[config.mk]
export PLATFORM = sky130hd
export DESIGN_NAME = xadc_chan_sequencer
export DESIGN_NICKNAME = d
export VERILOG_FILES = /design/src/rtl/xadc_chan_sequencer.sv
export SDC_FILE = /design/constraint.sdc
export NUM_CORES = 1
export LEC_CHECK = 0
export ABC_AREA = 1
export CAP_MARGIN = 20
export CELL_PAD_IN_SITES_DETAIL_PLACEMENT = 0
export CELL_PAD_IN_SITES_GLOBAL_PLACEMENT = 2
export CORE_ASPECT_RATIO = 0.8
export CORE_MARGIN = 4
export CORE_UTILIZATION = 27
export CTS_CLUSTER_SIZE = 40
export DETAILED_ROUTE_END_ITERATION = 7
export PLACE_DENSITY = 0.72
export SLEW_MARGIN = 20
export SYNTH_ARGS = -nofsm -noshare
export SYNTH_HDL_FRONTEND = slang
export SYNTH_SLANG_ARGS = --single-unit
[constraint.sdc]
create_clock -name clk -period 1.5 [get_ports clk]
set_input_delay 0.15 -clock clk [delete_from_list [all_inputs] [get_ports clk]]
set_output_delay 0.15 -clock clk [all_outputs]
set_load 0.03 [all_outputs]
[src/rtl/xadc_chan_sequencer.sv]
// Scan controller: walks enabled channels, settles the mux, runs a req/done conversion per channel.
// Optional build macro SEQ_AVG_EN: four back-to-back samples per channel, result is their mean.
module xadc_chan_sequencer #(
    parameter int unsigned NCH         = 8,
    parameter int unsigned SETTLE_CYC  = 16,
    parameter int unsigned DATA_W      = 12,
    parameter int unsigned TIMEOUT_CYC = 1024
) (
    input  logic              clk,
    input  logic              rst,
    input  logic              start,
    input  logic              continuous,
    input  logic [7:0]        ch_mask,
    output logic [2:0]        chan,
    output logic              conv_req,
    input  logic              conv_done,
    input  logic [DATA_W-1:0] conv_data,
    output logic              res_valid,
    output logic [2:0]        res_ch,
    output logic [DATA_W-1:0] res_data,
    output logic              busy,
    output logic              scan_done,
    output logic              timeout_err
);
    localparam int unsigned SET_W = $clog2(SETTLE_CYC + 1);
    localparam int unsigned TO_W  = $clog2(TIMEOUT_CYC + 1);
    localparam int unsigned CNT_W = (SET_W > TO_W) ? SET_W : TO_W;
    localparam logic [CNT_W-1:0] SETTLE_LAST  = CNT_W'(SETTLE_CYC - 1);
    localparam logic [CNT_W-1:0] TIMEOUT_LAST = CNT_W'(TIMEOUT_CYC - 1);
    localparam logic [7:0] VALID_MASK = 8'((16'h1 << NCH) - 16'h1);

    typedef enum logic [2:0] {
        IDLE,
        SEEK,
        SETTLE,
        CONVERT,
        STORE
    } state_t;

    state_t            state;
    logic [7:0]        mask_q;
    logic              first_pass;
    logic [CNT_W-1:0]  cnt;
    logic [DATA_W-1:0] capt;
    logic [7:0]        eff_mask;
    logic [7:0]        remain;

`ifdef SEQ_AVG_EN
    localparam int unsigned ACC_W = DATA_W + 2;
    logic [1:0]       samp;
    logic [ACC_W-1:0] acc;
    logic [ACC_W-1:0] sum;
    assign sum = acc + ACC_W'(conv_data);
`endif

    // Lowest set bit index of a channel mask.
    function automatic logic [2:0] lowest_idx(input logic [7:0] m);
        logic [2:0] idx;
        idx = 3'd0;
        for (int i = 7; i >= 0; i--) begin
            if (m[i]) idx = 3'(i);
        end
        return idx;
    endfunction

    assign eff_mask = ch_mask & VALID_MASK;
    // Channels still to visit this pass: strictly above the last serviced one.
    assign remain   = first_pass ? mask_q : (mask_q & (8'hFE << chan));

    always_ff @(posedge clk or posedge rst) begin
        if (rst) begin
            state       <= IDLE;
            mask_q      <= 8'h00;
            first_pass  <= 1'b0;
            cnt         <= '0;
            capt        <= '0;
            chan        <= 3'd0;
            conv_req    <= 1'b0;
            res_valid   <= 1'b0;
            res_ch      <= 3'd0;
            res_data    <= '0;
            busy        <= 1'b0;
            scan_done   <= 1'b0;
            timeout_err <= 1'b0;
`ifdef SEQ_AVG_EN
            samp        <= 2'd0;
            acc         <= '0;
`endif
        end else begin
            res_valid <= 1'b0;
            scan_done <= 1'b0;
            case (state)
                IDLE: begin
                    if (start && (eff_mask != 8'h00)) begin
                        mask_q     <= eff_mask;
                        first_pass <= 1'b1;
                        busy       <= 1'b1;
                        state      <= SEEK;
                    end
                end
                SEEK: begin
                    cnt        <= '0;
                    first_pass <= 1'b0;
                    if (remain != 8'h00) begin
                        chan  <= lowest_idx(remain);
                        state <= SETTLE;
                    end else begin
                        scan_done <= 1'b1;
                        // Mask is resampled only at a continuous restart.
                        if (continuous && (eff_mask != 8'h00)) begin
                            mask_q <= eff_mask;
                            chan   <= lowest_idx(eff_mask);
                            state  <= SETTLE;
                        end else begin
                            busy  <= 1'b0;
                            state <= IDLE;
                        end
                    end
                end
                SETTLE: begin
                    if (cnt == SETTLE_LAST) begin
                        cnt      <= '0;
                        conv_req <= 1'b1;
                        state    <= CONVERT;
`ifdef SEQ_AVG_EN
                        samp     <= 2'd0;
                        acc      <= '0;
`endif
                    end else begin
                        cnt <= cnt + CNT_W'(1);
                    end
                end
                CONVERT: begin
                    if (conv_done) begin
`ifdef SEQ_AVG_EN
                        // conv_req stays high between the four samples.
                        cnt <= '0;
                        if (samp == 2'd3) begin
                            capt     <= sum[ACC_W-1:2];
                            conv_req <= 1'b0;
                            state    <= STORE;
                        end else begin
                            acc  <= sum;
                            samp <= samp + 2'd1;
                        end
`else
                        capt     <= conv_data;
                        conv_req <= 1'b0;
                        state    <= STORE;
`endif
                    end else if (cnt == TIMEOUT_LAST) begin
                        conv_req    <= 1'b0;
                        timeout_err <= 1'b1;
                        state       <= SEEK;
                    end else begin
                        cnt <= cnt + CNT_W'(1);
                    end
                end
                STORE: begin
                    res_valid <= 1'b1;
                    res_ch    <= chan;
                    res_data  <= capt;
                    state     <= SEEK;
                end
                default: state <= IDLE;
            endcase
        end
    end
endmodule

Word-level counts from Yosys, hierarchy flattened. Cells that the tools add are included. Widths: inputs -> output; s select.

Add/subtract/negate cells: 1. Equal/unequal tests: 14. Shifts and indexed selects: 1. Muxes and demuxes: 46. Bitwise logic cells: 2. Reduce and logical (&&, ||, !) cells: 18.

Operators with widths (count): $mux 3 (22); $mux 11 (3); $pmux 11 s3 (1); $mux 8 (4); $pmux 8 s2 (1); $reduce_bool 8->1 (2); $pmux 3 s5 (1); $ne 2x2->1 const B (7); $reduce_and 3->1 (4); $add 11x1->11 const B (1); $eq 11x10->1 const B (1); $eq 11x4->1 const B (1); $mux 1 (9); $and 8x8->8 (1); $reduce_and 4->1 (2); $shl 8x3->8 const A (1); $eq 3x2->1 const B (2); $pmux 1 s2 (3); $reduce_and 2->1 (3); $reduce_bool 2->1 (3); $mux 2 (2); $eq 3x1->1 const B (1); $eq 3x3->1 const B (1); $logic_not 3->1 (1); 4 further kinds (5).

Flip-flop bits (word level): 58. Logic and storage cells: 95.

Logic depth before layout (Yosys ltp).
Depth in word-level cells: 12. Mapped depth: 11. Gate-level depth less buffers: 11.

Least setup slack after synthesis. OpenSTA, ideal clock, no wires.

Path kind: register -> register. From: register chan[2]. To: register mask_q[0]. Library setup time: 117 ps. Arrival time: 1593 ps. Required time: 1383 ps. Path slack: -210 ps. Cell stages (with the launch flop): 12. Cells stage by stage: dfrtp_1 > inv_2 > nor2_4 > nand2_1 > nand2_1 > nand2_2 > nor2_4 > nand2_4 > a21boi_4 > nand2_4 > nand2_1 > nand2_1.

Word-level cells in the longest chain between the ends: 6.

Ends and longest elaborated chain: start, declared (line 14) `output logic [2:0] chan,`; start signal, assigned (line 105) `chan <= lowest_idx(remain);`; start signal, assigned (line 112) `chan <= lowest_idx(eff_mask);`; $shl 8x3->8 (line 68) `assign remain = first_pass ? mask_q : (mask_q & (8'hFE << chan));`; $and 8x8->8 (line 68); $mux 8 (line 68); $reduce_bool 8->1 (line 104) `if (remain != 8'h00) begin`; $ne 2x2->1 (no line); $reduce_and 4->1 (no line); end signal, assigned (line 95) `mask_q <= eff_mask;`; end signal, assigned (line 111) `mask_q <= eff_mask;`; end, declared (line 41) `logic [7:0] mask_q;`.

Every way passes these cells. A chain may end at the register's enable or synchronous reset.

Worst setup path after layout.
From: register first_pass. To: register mask_q[4].

Word-level cells in the longest chain between the ends: 4.

Ends and longest elaborated chain: start, declared (line 42) `logic first_pass;`; start signal, assigned (line 74) `first_pass <= 1'b0;`; start signal, assigned (line 96) `first_pass <= 1'b1;`; start signal, assigned (line 103) `first_pass <= 1'b0;`; $mux 8 (line 68); $reduce_bool 8->1 (line 104); $ne 2x2->1 (no line); $reduce_and 4->1 (no line).

Every way passes these cells.

==> results.py <==
metrics = {
    "pwr": {
        "pwr-share-comb_pct": 51.5,
        "power.total_mw": 10.05,
        "cellLeakagePower_nw": 2.538,
        "internal_power_mw": 6.117,
        "power_switching_mw": 3.937,
        "worst_voltage_drop_across_the_vdd_grid_v": 0.0006644,
        "switching_share_pct": 39.16,
        "p_seq_share_pct": 25.6,
        "power_frac_clock_pct": 22.9,
        "cellPowerDensity_nw_per_um2": 2030,
    },
    "drt": {
        "route.met3.wl_um": 441,
        "top_layer": "met4",
        "number_of_vias_after_detailed_routing": 2849,
        "drt-met1-wl_mm": 4.237,
        "first_pass_iters": 4,
        "routed_via_density": 4.233,
        "routed_wire_length_per_instance_um": 12.84,
        "first_iter_violations": 94,
        "drtAntennaViolNets": 0,
        "totalWireLength_mm": 8.644,
        "drcViolationCount": 0,
        "detail_route_met2_wl_mm": 3.908,
    },
    "place": {
        "port-buffer-count": 47,
        "placed_cells": 623,
        "place_congestion": 0.8018,
        "post-place-ws_ps": -371.4,
        "post-dp-hpwl_mm": 5.856,
    },
    "sta": {
        "grt_setup_unrepaired": "true",
        "hold_ws_ps": 239.0,
        "fmax_mhz": 583.1,
        "post-route-min-period_ps": 1715,
        "max_slew.worst_pin.slew_ps": 426.6,
        "report.final.hold_viol_count": 0,
        "worst_slack_ps": -215.0,
        "number_of_slew_limit_violations_in_the_final_report": 0,
        "report.final.setup_viol": 20,
        "fraction_of_the_cycle_the_final_worst_path_needs_pct": 114.3,
        "fin_skew_ps": 7.715,
        "slew_headroom_pct": 71.53,
    },
    "final_layout": {
        "postLayoutCoreUtil_pct": 47.99,
        "instances_no_fill": 673,
        "drive_above_1_share_pct": 39.21,
        "syn_to_final_growth_pct": 72.06,
        "design.final.nets": 554,
        "n_antenna_cell": 0,
    },
    "logic_synthesis": {
        "synth_seq_area_share_pct": 50.41,
        "synthesis.instances": 371,
        "synth_top_family_by_area": "simple AND/OR/NAND/NOR gates",
        "post_synth_edffs": 0,
        "synth.distinct_cells": 27,
        "syn_area_um2": 2879,
        "post_synthesis_xor_xnor_area_fraction_pct": 1.825,
        "area_share_of_the_largest_cell_type_after_synthesis_pct": 50.41,
        "netlist.top_cell.by_area": "sky130_fd_sc_hd__dfrtp_1",
        "synth_compound_gate_area_share_pct": 9.822,
        "yosysMostFrequentCell": "sky130_fd_sc_hd__nand2_1",
        "synth-adder-area-share_pct": 0.4346,
        "yosys_most_used_dff": "sky130_fd_sc_hd__dfrtp_1",
        "yosysWarnings": 0,
        "number_of_register_bits_inferred_by_synthesis": 58,
        "synthTopCellsByCount": "sky130_fd_sc_hd__nand2_1 (123), sky130_fd_sc_hd__dfrtp_1 (58), sky130_fd_sc_hd__inv_1 (40), sky130_fd_sc_hd__nand3_1 (27), sky130_fd_sc_hd__o21ai_0 (27)",
        "synth_fp_nets": 397,
        "synth_top_cells_by_area": "sky130_fd_sc_hd__dfrtp_1 (50%), sky130_fd_sc_hd__nand2_1 (16%), sky130_fd_sc_hd__inv_1 (5.2%), sky130_fd_sc_hd__nand3_1 (4.7%), sky130_fd_sc_hd__o21ai_0 (4.7%)",
        "yosys-mux-area-fraction_pct": 0,
        "syn-mean-instance-area_um2": 7.760,
        "ys_async_sr_fraction_pct": 100.0,
        "synthSimpleGateAreaFrac_pct": 30.33,
    },
    "critical_path": {
        "critical_path.startpoint_type": "register",
        "cp.required_ps": 1760,
        "worst_path_most_repeated_cell": "sky130_fd_sc_hd__nand2_2",
        "slowest_delay_ps": 460,
        "worstSetupPathType": "reg2reg",
        "r2r_start": "first_pass",
        "cp-end-kind": "register",
        "cp.arrival_ps": 1980,
        "timing.critical_path.slowest_stage_cell": "sky130_fd_sc_hd__dfrtp_2",
        "cp_cell_instances": "inv_4 > nand3_2 > nand2_2 > nand2_2 > nor2_4 > nand2_4 > a21boi_4 > buf_4 > nand3_1 > nand2_1",
        "timing.critical_path.from": "first_pass",
        "timing.critical_path.fanout_max": 6,
    },
    "floorplanning": {
        "die_area_um2": 12390,
        "die_x_um": 123.5,
        "number_of_primary_i_o_pins": 48,
        "starting_density_of_the_core_pct": 27.89,
        "die_height_um": 100.4,
        "placeableCoreArea_um2": 10320,
        "placementRows": 33,
    },
    "cts": {
        "clock_sinks": 58,
        "clk_tree_root_cell": "sky130_fd_sc_hd__clkbuf_16",
        "clk-insertion-delay-late_ps": 330,
        "h-tree-depth": 3,
        "cts-root-to-sink-buffers": 2,
        "cts_tree": "yes",
        "clk_pin_slew_ps": 60,
        "cts-hold-fix-buffers": 0,
        "numCtsBuffers": 9,
    },
    "global_routing": {
        "grt_pass1_wl_mm": 13.95,
        "number_of_antenna_violations_at_the_first_check_in_global_routing": 0,
        "globalRouteOverflowTotal": 0,
        "grt_pass1_vias": 2853,
        "global_route.usage.total_pct": 14.41,
        "grt_start_max_net_pins": 59,
    },
    "status": {
        "failed_checks": "setup timing",
        "outcome": "complete, but fails checks",
    },
    "run": {
        "max-cap-violations": 0,
    },
    "min_path": {
        "hold_path_class": "in2async",
    },
}
[flip-flops by register name, indices dropped and copies added, names as in the netlist, 3 cells and up]
name      cells
capt         12
res_data     12
cnt          11
mask_q        8
chan          3
res_ch        3
state         3
[path summary, 6_finish.rpt]
path	slack (ps)	end	depth (start not counted)
min in group clk	370	capt[3]	3
hold reg to reg	460	res_data[5]	2
hold / removal	240	mask_q[5]	3
max in group asynchronous	940	res_data[7]	3
setup reg to reg	-210	mask_q[4]	10
setup / recovery	-210	mask_q[4]	10
[stage by stage]
stage                     TNS [ps]  cell area, um2
after detailed placement     -4472            4081
final                        -2524            4954
after global routing         -4995            4954
after CTS                    -1861            4692
after floorplan             -866.2            2892
after global placement       -3765            4081
[worst max-delay path, delay by kind of cell (launching register included)]
kind / cells / cell delay [ps]
buffers and inverters: 2 / 280
DFF: 1 / 460
and+or+nand+nor: 7 / 640
AOI/OAI and AO/OA: 1 / 260
[cell families after synthesis]
logic type               Yosys count
flip-flops                        58
XOR/XNOR                           6
buffers and inverters             53
AND/OR/NAND/NOR                  202
AO/OA/AOI/OAI                     51
adder cells (fa/ha/maj)            1
[cells in the final DEF, fill, tap and decap left out, types with 9 or more instances in the layout]
cell,instances
sky130_fd_sc_hd__clkdlybuf4s50_1,24
sky130_fd_sc_hd__nand3_1,16
sky130_fd_sc_hd__buf_4,95
sky130_fd_sc_hd__nand3_2,10
sky130_fd_sc_hd__nor2_1,13
sky130_fd_sc_hd__o21ai_1,14
sky130_fd_sc_hd__nand2_1,102
sky130_fd_sc_hd__dlygate4sd2_1,13
sky130_fd_sc_hd__o21ai_0,19
sky130_fd_sc_hd__dfrtp_1,53
sky130_fd_sc_hd__clkbuf_16,10
sky130_fd_sc_hd__nand2_2,23
sky130_fd_sc_hd__inv_2,9
sky130_fd_sc_hd__inv_1,33
sky130_fd_sc_hd__nor2_4,10
sky130_fd_sc_hd__nor2_2,11
[final cells by class]
type                       count  area [um2]
fill                        1009        5369
inverter                      46       183.9
sequential                    58        1458
timing repair buffer         153        1353
tap                          140       175.2
clock buffer                  12       266.5
clock inverter                 4       72.57
multi-input combinational    260        1445
[power by group through the flow]
stage / sequential (mW) / clock, mW / combinational, mW
finish: 2.57 / 2.31 / 5.18
global route: 2.64 / 2.43 / 5.66
CTS: 2.55 / 2.35 / 4.71
detailed placement: 2.56 / 0 / 4.11
global placement: 2.56 / 0 / 4.10
floorplan: 2.96 / 0 / 1.86
[timing repair]
action	in CTS	in global routing
endpoints found under the setup margin	45	51
setup buffers	26	11
gates resized for setup	47	67
gates cloned	1	1
pin swaps	13	23
[routing by layer]
| layer | global-route usage [%] | vias up |
|---|---|---|
| met2 | 21.68 | 48 |
| met4 | 2.638 | 0 |
| met1 | 20.40 | 1298 |
| li1 | - | 1499 |
| met5 | 0 | - |
| met3 | 4.789 | 4 |
(Power assumes the default switching activity.)
==> patch 1 (same flow settings) <==
Build with the macro `SEQ_AVG_EN` defined.
--- a/src/rtl/xadc_chan_sequencer.sv
+++ b/src/rtl/xadc_chan_sequencer.sv
@@ -2,2 +2,4 @@
 // Optional build macro SEQ_AVG_EN: four back-to-back samples per channel, result is their mean.
+`define SEQ_AVG_EN
+
 module xadc_chan_sequencer #(
Check against the original RTL: same outputs for any inputs over 10 cycles, from zero or initial values and one cycle with rst high; that may be too few to reach the edited logic, so the function may still have changed.
==> patch 1 against the original RTL <==
- the flow still finishes with violations (negative setup slack)
- synthesized area grew 44%
- wire length grew 50%
- non-clock buffer count grew 17
- via count grew 45%
- design area grew 43%
- clock skew shrank 0.0032 ns
- sequential cell count grew 16
- total power grew 39%
- maximum frequency shrank 0.79%
- clock power grew 12%
- worst setup slack lost 0.014 ns
- first-iteration DRC count grew 23%
- critical endpoint is now capt[2]
==> patch 1: results <==
group,metric,value,unit
status,status,"complete, but fails checks",
status,violations,"negative setup slack",
sta,fin_ws,-0.229,ns
routing,wl,13000,µm
critical_path,r2r_end,"capt[2]",
sta,setup_viol,47,
yosys,synth_cell_types,35,
place,hpwl,8620,µm
yosys,synthesis.nets,583,
final_layout,reg.largest.list,"acc: 14 flops, capt: 12 flops, res_data: 12 flops",
final_layout,layout-drive-gt1-share,43.8,%
yosys,ys_seq_area_share,44.8,%
grt,grt_pass1_vias,4274,
routing,viasPerCell,4.55,
pwr,peakVddDrop,0.700,mV
place,place.gp.congestion,0.830,
sta,tightest_slew,0.432,ns
yosys,avgSynthCellArea,7.61,µm²
grt,track_usage,15.0,%
grt,grt_max_degree,75,
critical_path,cp_max_fo,4,
place,dp.cells,850,
final_layout,num-fill-cells,1455,
yosys,netlist_top_cells_area,"dfrtp_1, nand2_1, inv_1",
critical_path,crit_slowest_cell,"fa_2",
sta,skew,0.00447,ns
-- patch 1: worst min path at each step --
stage | startpoint | to | slack, ns | cells after the start
2_1_floorplan | ch_mask[7] | mask_q[7] | 0.29 | 2
3_3_place_gp | timeout_err | timeout_err | 0.45 | 2
3_5_place_dp | timeout_err | timeout_err | 0.45 | 2
4_1_cts | rst | mask_q[6] | 0.29 | 3
5_1_grt | rst | mask_q[6] | 0.30 | 3
6_report | rst | mask_q[7] | 0.25 | 3
-- patch 1: worst reg2reg max path, cell delays in order (launching register included) --
cell and delay [ns]:
dfrtp_1 0.35, ha_2 0.20, inv_2 0.05, fa_2 0.37, o21ai_4 0.18, buf_4 0.14, buf_6 0.09, xor2_2 0.14
nand2_1 0.06, o21ai_0 0.06
-- patch 1: where the power goes --
group          internal, mW  switching, mW
Clock                  1.72          0.863
Sequential             2.70          0.590
Combinational          3.76           4.31
Total                  8.18           5.76
-- patch 1: cell families after synthesis --
logic type | share of synthesized area [%]
and+or+nand+nor | 28.1
AOI/OAI and AO/OA | 12.9
buffers and inverters | 8.45
DFF | 44.8
adders and majority gates | 4.72
xor gates and xnor gates | 1.06
-- patch 1: metal layers --
layer	vias to the layer above	GRT usage [%]	part of all wire [%]
met5	-	0	0
met4	0	4.47	1.5
met3	13	3.07	2.5
met2	53	24.2	47
met1	1969	20.2	49
li1	2108	-	-
-- patch 1: final cells by class --
cell class / instances / area share [%]
well taps: 189 / 3.34
multi-input cells: 382 / 39.0
repair buffers: 170 / 21.7
inverters: 79 / 4.65
clock buffers: 12 / 3.63
flip-flops and latches: 74 / 26.3
clock inverters: 4 / 1.38
-- patch 1: repair_timing --
| item | in CTS | in global routing |
|---|---|---|
| buffers inserted | 27 | 21 |
| setup endpoints to repair | 72 | 62 |
| resized for setup | 158 | 108 |
| pin swaps | 50 | 43 |
| cloned | 2 | 0 |
-- patch 1: per-stage QoR --
| step | area [µm²] | TNS [ns] | power (mW) | hold WS, ns | setup slack, ns |
|---|---|---|---|---|---|
| global placement | 5460 | -18.22 | 8.52 | 0.445 | -0.563 |
| detailed placement | 5460 | -18.68 | 8.57 | 0.454 | -0.542 |
| CTS | 6520 | -5.62 | 12.7 | 0.289 | -0.209 |
| floorplan | 4160 | -0.854 | 6.34 | 0.292 | -0.114 |
| finish | 7070 | -5.65 | 13.9 | 0.252 | -0.229 |
| global route | 7070 | -10.70 | 14.9 | 0.305 | -0.331 |
==> patch 2 (config.mk and constraints unchanged) <==
Made on the original files. The 5 states of `state_t` get a one-hot encoding in 5 bits.
--- a/src/rtl/xadc_chan_sequencer.sv
+++ b/src/rtl/xadc_chan_sequencer.sv
@@ -31,8 +31,8 @@
 
-    typedef enum logic [2:0] {
-        IDLE,
-        SEEK,
-        SETTLE,
-        CONVERT,
-        STORE
+    typedef enum logic [4:0] {
+        IDLE    = 5'b00001,
+        SEEK    = 5'b00010,
+        SETTLE  = 5'b00100,
+        CONVERT = 5'b01000,
+        STORE   = 5'b10000
     } state_t;
Function: no difference found for any inputs over 10 cycles, from zero or initial values and one cycle with rst high; not proved beyond that.
==> patch 2 against the original RTL <==
- the run still ends with negative setup slack left
- cell count up 1.5%
- design area up 4.8%
- clock power down 10%
- worst setup slack better by 0.096 ns
- wire length down 3.8%
- critical endpoint is now cnt[1]
- total power down 27%
- sequential cell count up 2
- combinational power down 40%
- synthesized area up 4.6%
- critical path depth unchanged
- clock skew down 0.0019 ns
==> patch 2: results <==
group,metric,value,unit
sta,fin_ws,-0.119,ns
routing,wl_per_cell,12.2,µm
grt,grt_max_degree,61,
yosys,netlist_top_cells_area,"dfrtp_1, nand2_1, inv_1",
final_layout,n_all_inverters,56,
final_layout,seq_area,0.00151,mm²
final_layout,nClkBuffers,11,
pwr,powerDensity,1400,mW/mm²
yosys,synth_seq_cells,60,
sta,slew-limit-headroom,67.3,%
final_layout,antennaDiodeCount,0,
clock_network,cts_max_level,3,
grt,track_usage,13.2,%
sta,setup_tns,-1.39,ns
final_layout,nNetsFinal,561,
final_layout,multi_input_area_share,30.8,%
yosys,avgSynthCellArea,7.99,µm²
clock_network,insertion_delay,0.32,ns
clock_network,clock_path_buffers,2,
yosys,ys_seq_area_share,49.9,%
sta,skew,0.00585,ns
critical_path,timing.critical_path.arrival,1.83,ns
yosys,synthTopCellsByCount,"nand2_1, dfrtp_1, inv_1, o21ai_0, nand3_1",
place,hpwl,5760,µm
final_layout,reg.largest.list,"capt: 12 flops, res_data: 12 flops, cnt: 11 flops",
status,status,"complete, but fails checks",
final_layout,layout-drive-gt1-share,41.6,%
pwr,power.internal,4.71,mW
routing,viasPerCell,4.27,
final_layout,num-fill-cells,1097,
final_layout,multi_input_comb_cells,257,
clock_network,cts_resized,66,
yosys,synthesis.nets,403,
pwr,peakVddDrop,0.742,mV
place,pre_cts_ws,-0.264,ns
status,violations,"negative setup slack",
critical_path,r2r_end,"cnt[1]",
critical_path,cp_max_fo,7,
place,place.gp.congestion,0.808,
place,place_area,0.00429,mm²
clock_network,clk_pin_slew_worst_paths,0.05,ns
grt,grt_pass1_wl,13600,µm
yosys,synth-edff-count,0,
pwr,leakagePower,2.66,nW
final_layout,signal_buffers,151,
final_layout,top_area_cell_class,"multi-input combinational cells",
yosys,yosysWarnings,0,
sta,setup_viol,26,
critical_path,reg2reg_from,"cnt[1]",
yosys,synth_cell_types,31,
final_layout,clkCellAreaFrac,5.81,%
routing,drt_iter0_drc,122,
final_layout,buffer_area_share,26.4,%
clock_network,post-cts-setup-buffer-count,15,
place,numPortBuffers,47,
==> patch 2: cell families after synthesis <==
family,synth area share [%]
flops,49.9
fa+ha+maj,0.416
compound gates,9.35
simple gates,30.0
buf+inv,8.23
xor+xnor,2.04
==> patch 2: power groups by stage <==
stage | logic (mW) | clock network, mW | registers (mW)
2_1_floorplan | 1.10 | 0 | 2.12
3_3_place_gp | 2.14 | 0 | 2.07
3_5_place_dp | 2.16 | 0 | 2.08
4_1_cts | 2.68 | 2.13 | 2.07
5_1_grt | 3.41 | 2.20 | 2.14
6_report | 3.11 | 2.08 | 2.10
==> patch 2: how the worst max path moves through the flow <==
stage               startpoint         to  slack (ns)
floorplan               cnt[1]     cnt[0]       -0.02
global placement      state[0]     cnt[2]       -0.21
detailed placement  ch_mask[6]  mask_q[4]       -0.26
finish                  cnt[1]     cnt[1]       -0.12
global route            cnt[1]     cnt[1]       -0.21
CTS                     cnt[0]     cnt[1]       -0.14
==> patch 2: per-stage QoR <==
stage	total power, mW	instances	hold slack, ns
6_report	7.29	683	0.252
2_1_floorplan	3.23	377	0.255
4_1_cts	6.88	674	0.269
3_5_place_dp	4.23	642	0.460
3_3_place_gp	4.22	642	0.456
5_1_grt	7.74	683	0.292
==> patch 2: metal layers <==
layer  GRT usage [%]  wire, µm  part of all wire [%]  vias up
met5               0         0                     0        -
met4            4.95       125                   1.5        0
met3            3.45       320                   3.8       12
met2            20.1      3710                    45       49
met1            18.0      4160                    50     1334
li1                -         -                     -     1523
==> patch 2: worst max-delay path: stages (launching register included) <==
cell and delay (ns):
dfrtp_1 0.39, ha_4 0.16, nand2_4 0.06, nor3_4 0.17
nand4_4 0.14, nor2_4 0.16, nor2_4 0.06, buf_12 0.13
buf_12 0.12, nand3_2 0.04, o21ai_1 0.06
